### src/rtl/ppi_bus_arbiter.sv
// ============================================================================
//  ppi_bus_arbiter : shares the i8255 register file between the Z80 bus and
//                    an aux master (setup / strobe / ack sequencing)
//  Revision 1.0
// ============================================================================
`default_nettype none

module ppi_bus_arbiter #(
  parameter int ACCESS_CYCLES = 2,
  parameter int STARVE_LIMIT  = 3
) (
  input  logic       clk,
  input  logic       reset_n,
  input  logic       cpu_req,
  input  logic       cpu_we,
  input  logic [1:0] cpu_addr,
  input  logic [7:0] cpu_wdata,
  output logic       cpu_ack,
  output logic       cpu_wait_n,
  input  logic       aux_req,
  input  logic       aux_we,
  input  logic [1:0] aux_addr,
  input  logic [7:0] aux_wdata,
  output logic       aux_ack,
  output logic [7:0] rdata,
  output logic       ppi_cs,
  output logic       ppi_rd,
  output logic       ppi_wr,
  output logic [1:0] ppi_addr,
  output logic [7:0] ppi_wdata,
  input  logic [7:0] ppi_rdata,
  output logic       busy
);

  localparam logic [3:0] CNT_INIT  = 4'(ACCESS_CYCLES - 1);
  localparam logic [3:0] STARVE_TH = 4'(STARVE_LIMIT);

  typedef enum logic [1:0] {
    S_IDLE   = 2'd0,
    S_SETUP  = 2'd1,
    S_ACCESS = 2'd2,
    S_DONE   = 2'd3
  } state_t;

  state_t     state_q, state_d;
  logic [3:0] cnt_q, cnt_d;
  logic [3:0] starve_q, starve_d;
  logic       owner_q, owner_d;   // 1 = aux owns the current access
  logic       we_q, we_d;
  logic [1:0] addr_q, addr_d;
  logic [7:0] wdata_q, wdata_d;
  logic [7:0] rdata_q, rdata_d;
  logic       cs_q, cs_d, rd_q, rd_d, wr_q, wr_d;
  logic       cpu_ack_q, cpu_ack_d, aux_ack_q, aux_ack_d, busy_q, busy_d;
  logic       aux_win;

  assign aux_win = aux_req && (!cpu_req || (starve_q >= STARVE_TH));

  always_comb begin
    state_d  = state_q;
    cnt_d    = cnt_q;
    starve_d = starve_q;
    owner_d  = owner_q;
    we_d     = we_q;
    addr_d   = addr_q;
    wdata_d  = wdata_q;
    rdata_d  = rdata_q;
    case (state_q)
      S_IDLE: begin
        if (cpu_req || aux_req) begin
          owner_d = aux_win;
          we_d    = aux_win ? aux_we    : cpu_we;
          addr_d  = aux_win ? aux_addr  : cpu_addr;
          wdata_d = aux_win ? aux_wdata : cpu_wdata;
          state_d = S_SETUP;
        end
        // Aux only accumulates credit while it is actively losing to the CPU.
        if (!aux_req || aux_win) begin
          starve_d = 4'd0;
        end else if (starve_q != 4'hF) begin
          starve_d = starve_q + 4'd1;
        end
      end
      S_SETUP: begin
        cnt_d   = CNT_INIT;
        state_d = S_ACCESS;
      end
      S_ACCESS: begin
        if (cnt_q == 4'd0) begin
          state_d = S_DONE;
          if (!we_q) rdata_d = ppi_rdata;
        end else begin
          cnt_d = cnt_q - 4'd1;
        end
      end
      default: state_d = S_IDLE;
    endcase

    // Outputs are decoded from the next state so they leave the flops glitch-free.
    cs_d      = (state_d == S_SETUP) || (state_d == S_ACCESS);
    rd_d      = (state_d == S_ACCESS) && !we_d;
    wr_d      = (state_d == S_ACCESS) && we_d;
    cpu_ack_d = (state_d == S_DONE) && !owner_d;
    aux_ack_d = (state_d == S_DONE) && owner_d;
    busy_d    = (state_d != S_IDLE);
  end

  always_ff @(posedge clk) begin
    if (!reset_n) begin
      state_q   <= S_IDLE;
      cnt_q     <= 4'd0;
      starve_q  <= 4'd0;
      owner_q   <= 1'b0;
      we_q      <= 1'b0;
      addr_q    <= 2'd0;
      wdata_q   <= 8'd0;
      rdata_q   <= 8'd0;
      cs_q      <= 1'b0;
      rd_q      <= 1'b0;
      wr_q      <= 1'b0;
      cpu_ack_q <= 1'b0;
      aux_ack_q <= 1'b0;
      busy_q    <= 1'b0;
    end else begin
      state_q   <= state_d;
      cnt_q     <= cnt_d;
      starve_q  <= starve_d;
      owner_q   <= owner_d;
      we_q      <= we_d;
      addr_q    <= addr_d;
      wdata_q   <= wdata_d;
      rdata_q   <= rdata_d;
      cs_q      <= cs_d;
      rd_q      <= rd_d;
      wr_q      <= wr_d;
      cpu_ack_q <= cpu_ack_d;
      aux_ack_q <= aux_ack_d;
      busy_q    <= busy_d;
    end
  end

  assign cpu_wait_n = !(cpu_req && !cpu_ack_q);
  assign cpu_ack    = cpu_ack_q;
  assign aux_ack    = aux_ack_q;
  assign rdata      = rdata_q;
  assign ppi_cs     = cs_q;
  assign ppi_rd     = rd_q;
  assign ppi_wr     = wr_q;
  assign ppi_addr   = addr_q;
  assign ppi_wdata  = wdata_q;
  assign busy       = busy_q;

endmodule

`default_nettype wire
### config.mk
export PLATFORM = sky130hd
export DESIGN_NAME = ppi_bus_arbiter
export DESIGN_NICKNAME = d
export VERILOG_FILES = /design/src/rtl/ppi_bus_arbiter.sv
export SDC_FILE = /design/constraint.sdc
export NUM_CORES = 1
export LEC_CHECK = 0
export CAP_MARGIN = 30
export CORE_UTILIZATION = 30
export CTS_CLUSTER_DIAMETER = 30
export DETAILED_ROUTE_END_ITERATION = 12
export PLACE_DENSITY_LB_ADDON = 0.08
export SLEW_MARGIN = 20
export SYNTH_ARGS = -nofsm -noshare
export SYNTH_HDL_FRONTEND = slang
export SYNTH_SLANG_ARGS = --single-unit
### constraint.sdc
create_clock -name clk -period 1.75 [get_ports clk]
set_input_delay 0.35 -clock clk [delete_from_list [all_inputs] [get_ports clk]]
set_output_delay 0.35 -clock clk [all_outputs]
set_load 0.02 [all_outputs]
* Yosys cells after proc, flatten, opt, wreduce, memory -nomap -nowiden
Cells that the tools add are included.
Cells by class: shift operators 0, multipliers 0, divide/modulo/power cells 0, $lt $le $gt $ge 1, bitwise operators 1, reductions and logical operators 25, eq/ne operators 7, multiplexer cells 14, add/subtract/negate cells 2
Operators with widths (number):
- $mux 4 | 3
- $mux 8 | 1
- $pmux 4 s2 | 1
- $eq 2x2->1 const B | 3
- $logic_and 1x1->1 | 6
- $logic_not 1->1 | 6
- $mux 2 | 3
- $pmux 2 s3 | 1
- $reduce_and 2->1 | 3
- $reduce_bool 2->1 | 3
- $mux 1 | 5
- $add 4x1->4 const B | 1
- $eq 2x1->1 const B | 2
- $ge 4x2->1 const B | 1
- $logic_not 4->1 | 1
- $logic_or 1x1->1 | 4
- $ne 4x4->1 const B | 1
- $sub 4x1->4 const B | 1
- $reduce_and 3->1 | 1
- $logic_not 2->1 | 1
- $ne 2x2->1 const B | 1
- $not 1->1 | 1
Storage, ports and cells: latch bits 0, bits in registers 36, memory bits (read-only) 0, memory bits (writable) 0, memories 0

* Logic depth before layout (Yosys ltp)
depth after elaboration 8, mapped depth 9, mapped depth without buffers 8

* Worst setup path after synthesis
OpenSTA, ideal clock, no wires.
path kind reg2reg, start reg state_q[0], end reg cs_q (netlist: ppi_cs), setup time 0.115 ns, path slack -0.024 ns, data required time 1.635 ns, cell stages (with the launch flop) 9, arrival time 1.659 ns, path buffers 1, cell sequence dfxtp_1 inv_1 ha_1 clkbuf_1 o21ai_0 a31oi_1 inv_1 ha_1 and2_1
Between the ends: longest elaborated chain between the ends 4, elaborated cells on any way between the ends 9, those cells by class eq/ne (4); mux (3); reduce/logical (2)
Ends and longest elaborated chain:
- from (decl) | RTL line 45 | state_t state_q, state_d;
- from (signal assigned) | RTL line 125 | state_q <= state_d;
- $eq 2x2->1 (tied with other cells) | RTL line 68 | case (state_q)
- $pmux 2 s3 * | RTL line 68
- net state_d[0] | RTL line 45
- $eq 2x1->1 or $eq 2x2->1 (tied branches) | RTL line 100 | cs_d = (state_d == S_SETUP) || (state_d == S_ACCESS);
- $logic_or 1x1->1 * | RTL line 100
- net cs_d | RTL line 53 | logic cs_q, cs_d, rd_q, rd_d, wr_q, wr_d;
- to (signal assigned) | RTL line 133 | cs_q <= cs_d;
- to (decl) | RTL line 53
The timed path passes the listed nets; every way through them passes the cells marked *. A chain may end at the register's enable or synchronous reset.

* Final worst setup path
start in cpu_req, end reg cpu_ack_q (netlist: cpu_ack)
Between the ends: longest elaborated chain between the ends 7, elaborated cells on any way between the ends 11, those cells by class eq/ne (1); mux (4); reduce/logical (6)
Ends and longest elaborated chain:
- from (decl) | RTL line 14 | input logic cpu_req,
- parallel branches: the longest is 6 deep, another holds $pmux 2 s3
- $logic_and 1x1->1 * | RTL line 103 | cpu_ack_d = (state_d == S_DONE) && !owner_d;
- to (signal assigned) | RTL line 136 | cpu_ack_q <= cpu_ack_d;
- to (decl) | RTL line 54 | logic cpu_ack_q, cpu_ack_d, aux_ack_q, aux_ack_d, busy_q, busy_d;
Mark *: on every way between the ends.

==> flow_summary.yaml <==
clocking:
  ctsHtreeMaxLevel: 2
  clockBufferDepth: 2
  cts_buffers: 5
  clock_latency_ns: 0.29
  clock-root-buffer: "clkbuf_8"
  postCtsSetupRepairBufs: 0
  clk_pin_slew_worst_paths_ns: 0.08
  cts_tree: "yes"
  clock-sinks: 36
  ctsHoldBuffers: 0
sta:
  layout_min_cycle_time_ns: 1.66
  post-route-period-util_pct: 94.8
  timing.final.max_slew_violations: 0
  timing.final.ws_setup_ns: 0.0913
  setup_viol: 0
  slew_headroom_pct: 73.5
  hold_violations: 0
  fin_setup_tns_ns: 0
  rsz0062_at_grt: "no"
  worst_slew_pin_slew_ns: 0.394
  fmax_ghz: 0.603
  skew_ns: 0.00947
global_routing:
  grt_pass1_vias: 1535
  grt-ovfl-total: 0
  grt_pass1_wl_um: 7380
  grt_max_degree: 18
  antenna_found_initial: 0
  track_usage_pct: 15.8
layout:
  area_delta_synth_final_pct: 50.3
  nets: 299
  drive_gt1_share_pct: 11.3
  diodes: 0
  stdcell_area_um2: 2480
  mostFrequentLayoutCells: "57 x clkdlybuf4s50_1, 35 x dfxtp_1, 32 x o21ai_0"
  final_common_cell: "clkdlybuf4s50_1"
hold_path:
  hold_path_depth: 2
  min_from: "rdata[7]$_SDFFE_PN0P_"
  hold_end: "rdata[7]$_SDFFE_PN0P_"
  hp-class: "reg2reg"
worst_setup_path:
  r2r.worst_path.cells: 4
  reg2reg_setup_slack_ns: 0.11
  critical_path.max_fanout: 5
  critPathKind: "in2reg"
  r2r_end: "cpu_ack$_SDFF_PN0_"
  cp.required_ns: 1.98
  end_kind: "flip-flop"
  worstSetupStartpointType: "primary input"
  r2r-start: "starve_q[0]$_SDFFE_PN0P_"
  critPathArrivalTime_ns: 1.89
floorplan:
  rows: 26
  dieArea_um2: 5790
  coreArea_um2: 5200
  initial_core_util_pct: 31.7
  boundaryPins: 59
  fp.dieW_um: 76.1
  die_h_um: 76.1
power_and_ir_drop:
  p_leak_uw: 0.000921
  power.total_uw: 3900
  ir_drop_mv: 0.689
  powerDensity_nw_per_um2: 1570
synth:
  syn-cell-area_um2: 1650
  synth.avg_cell_area_um2: 8.67
  ys_seq_area_share_pct: 43.7
  ys_ff_latch: 36
  postSynthCellCount: 190
  ys_types: 33
  yosysWarnings: 0
  synth_fp_nets: 234
route:
  wl_um: 4280
  dr.pass1.iters: 4
  ant_nets: 0
  via_per_inst: 4.94
  route.detailed.drc: 0
  wl_per_cell_um: 13.1
  vias: 1611
  drtIter0Drc: 55
outcome:
  status: "complete, no violations"
place:
  dp_hpwl_um: 3070
  portBuffers: 58
  dp_slack_ns: -0.211
  placed_area_um2: 2360
  routabilityCongestion: 0.745
flow_run:
  drv_cap: 0
## routing by layer
| metal | GRT usage (%) | up-vias | share of wire (%) |
|---|---|---|---|
| met5 | 0 | - | 0 |
| met4 | 5.77 | 0 | 1.1 |
| met1 | 22.1 | 744 | 50 |
| met3 | 4.55 | 6 | 5.7 |
| li1 | - | 824 | - |
| met2 | 22.8 | 37 | 43 |
## cells in the mapped netlist, drive strengths merged
library cell / count / area, um2
nand2b: 2 / 12.5
and2: 2 / 12.5
a31oi: 14 / 87.6
and3: 2 / 12.5
buf: 5 / 22.5
nor4b: 1 / 15.0
nor2b: 2 / 12.5
nand4bb: 1 / 11.3
or3b: 1 / 8.76
dfxtp: 36 / 721
o21ai: 33 / 165
a32oi: 1 / 16.3
nand3: 18 / 90.1
a41oi: 1 / 8.76
nor2: 7 / 26.3
a21oi: 12 / 60.1
nor4: 3 / 18.8
ha: 10 / 125
a211oi: 3 / 27.5
nand2: 5 / 18.8
nor3b: 1 / 12.5
inv: 9 / 33.8
o21a: 2 / 15.0
o32ai: 1 / 8.76
nand4b: 2 / 17.5
o311a: 1 / 10.0
clkbuf: 8 / 30.0
nand3b: 1 / 7.51
nor3: 4 / 20.0
or4b: 1 / 13.8
or3: 1 / 6.26
## layout make-up
class | instances | area (um2)
clock buffer | 5 | 68.8
inverter | 9 | 33.8
fill | 534 | 2730
multi-input combinational | 132 | 846
clock inverter | 3 | 42.5
sequential | 36 | 722
timing repair buffer | 71 | 677
tap | 70 | 87.6
## critical path, cell delays in order
cell and delay, ns:
clkdlybuf4s50_1 0.56, or4b_4 0.52, a32oi_2 0.28, and3_1 0.18
## logic make-up (layout without fill, tap and decap cells)
kind of cell / Yosys count / after routing / synth area share, %
AO/OA/AOI/OAI: 68 / 68 / 24.2
adder cells (fa/ha/maj): 10 / 10 / 7.59
buffers and inverters: 22 / 88 / 5.24
flip-flops: 36 / 36 / 43.7
AND/OR/NAND/NOR: 54 / 54 / 19.2
## state kept, by name (all words and copies together), names as in the netlist, 2 cells and up
name       count
cnt_q          4
ppi_wdata      8
starve_q       4
ppi_addr       2
rdata          8
state_q        2
## power breakdown
part	internal (uW)	switching, uW
logic	898	1050
clock network	422	308
registers	1070	145
## repair_timing
item,4_1_cts,5_1_grt
hold endpoints to repair,0,0
resized for setup,1,3
setup endpoints to repair,1,9
## worst max path at each step
| stage | startpoint | to | slack [ns] |
|---|---|---|---|
| finish | cpu_req | cpu_ack$_SDFF_PN0_ | 0.09 |
| global route | cpu_req | ppi_wr$_SDFF_PN0_ | 0.04 |
| CTS | cpu_req | cpu_wait_n | 0.08 |
| detailed placement | cpu_req | cpu_ack$_SDFF_PN0_ | -0.21 |
| global placement | cpu_req | we_q$_SDFF_PN0_ | -0.20 |
| floorplan | state_q[0]$_SDFF_PN0_ | ppi_cs$_SDFF_PN0_ | 0.06 |
## stage by stage
step / cells / hold WS [ns] / utilization, %
4_1_cts: 326 / 0.481 / 47.5
6_report: 326 / 0.480 / 47.6
5_1_grt: 326 / 0.511 / 47.6
3_5_place_dp: 318 / 0.469 / 45.4
2_1_floorplan: 190 / 0.461 / -
3_3_place_gp: 318 / 0.466 / 45.4
Power figures use the tool's default switching activity.
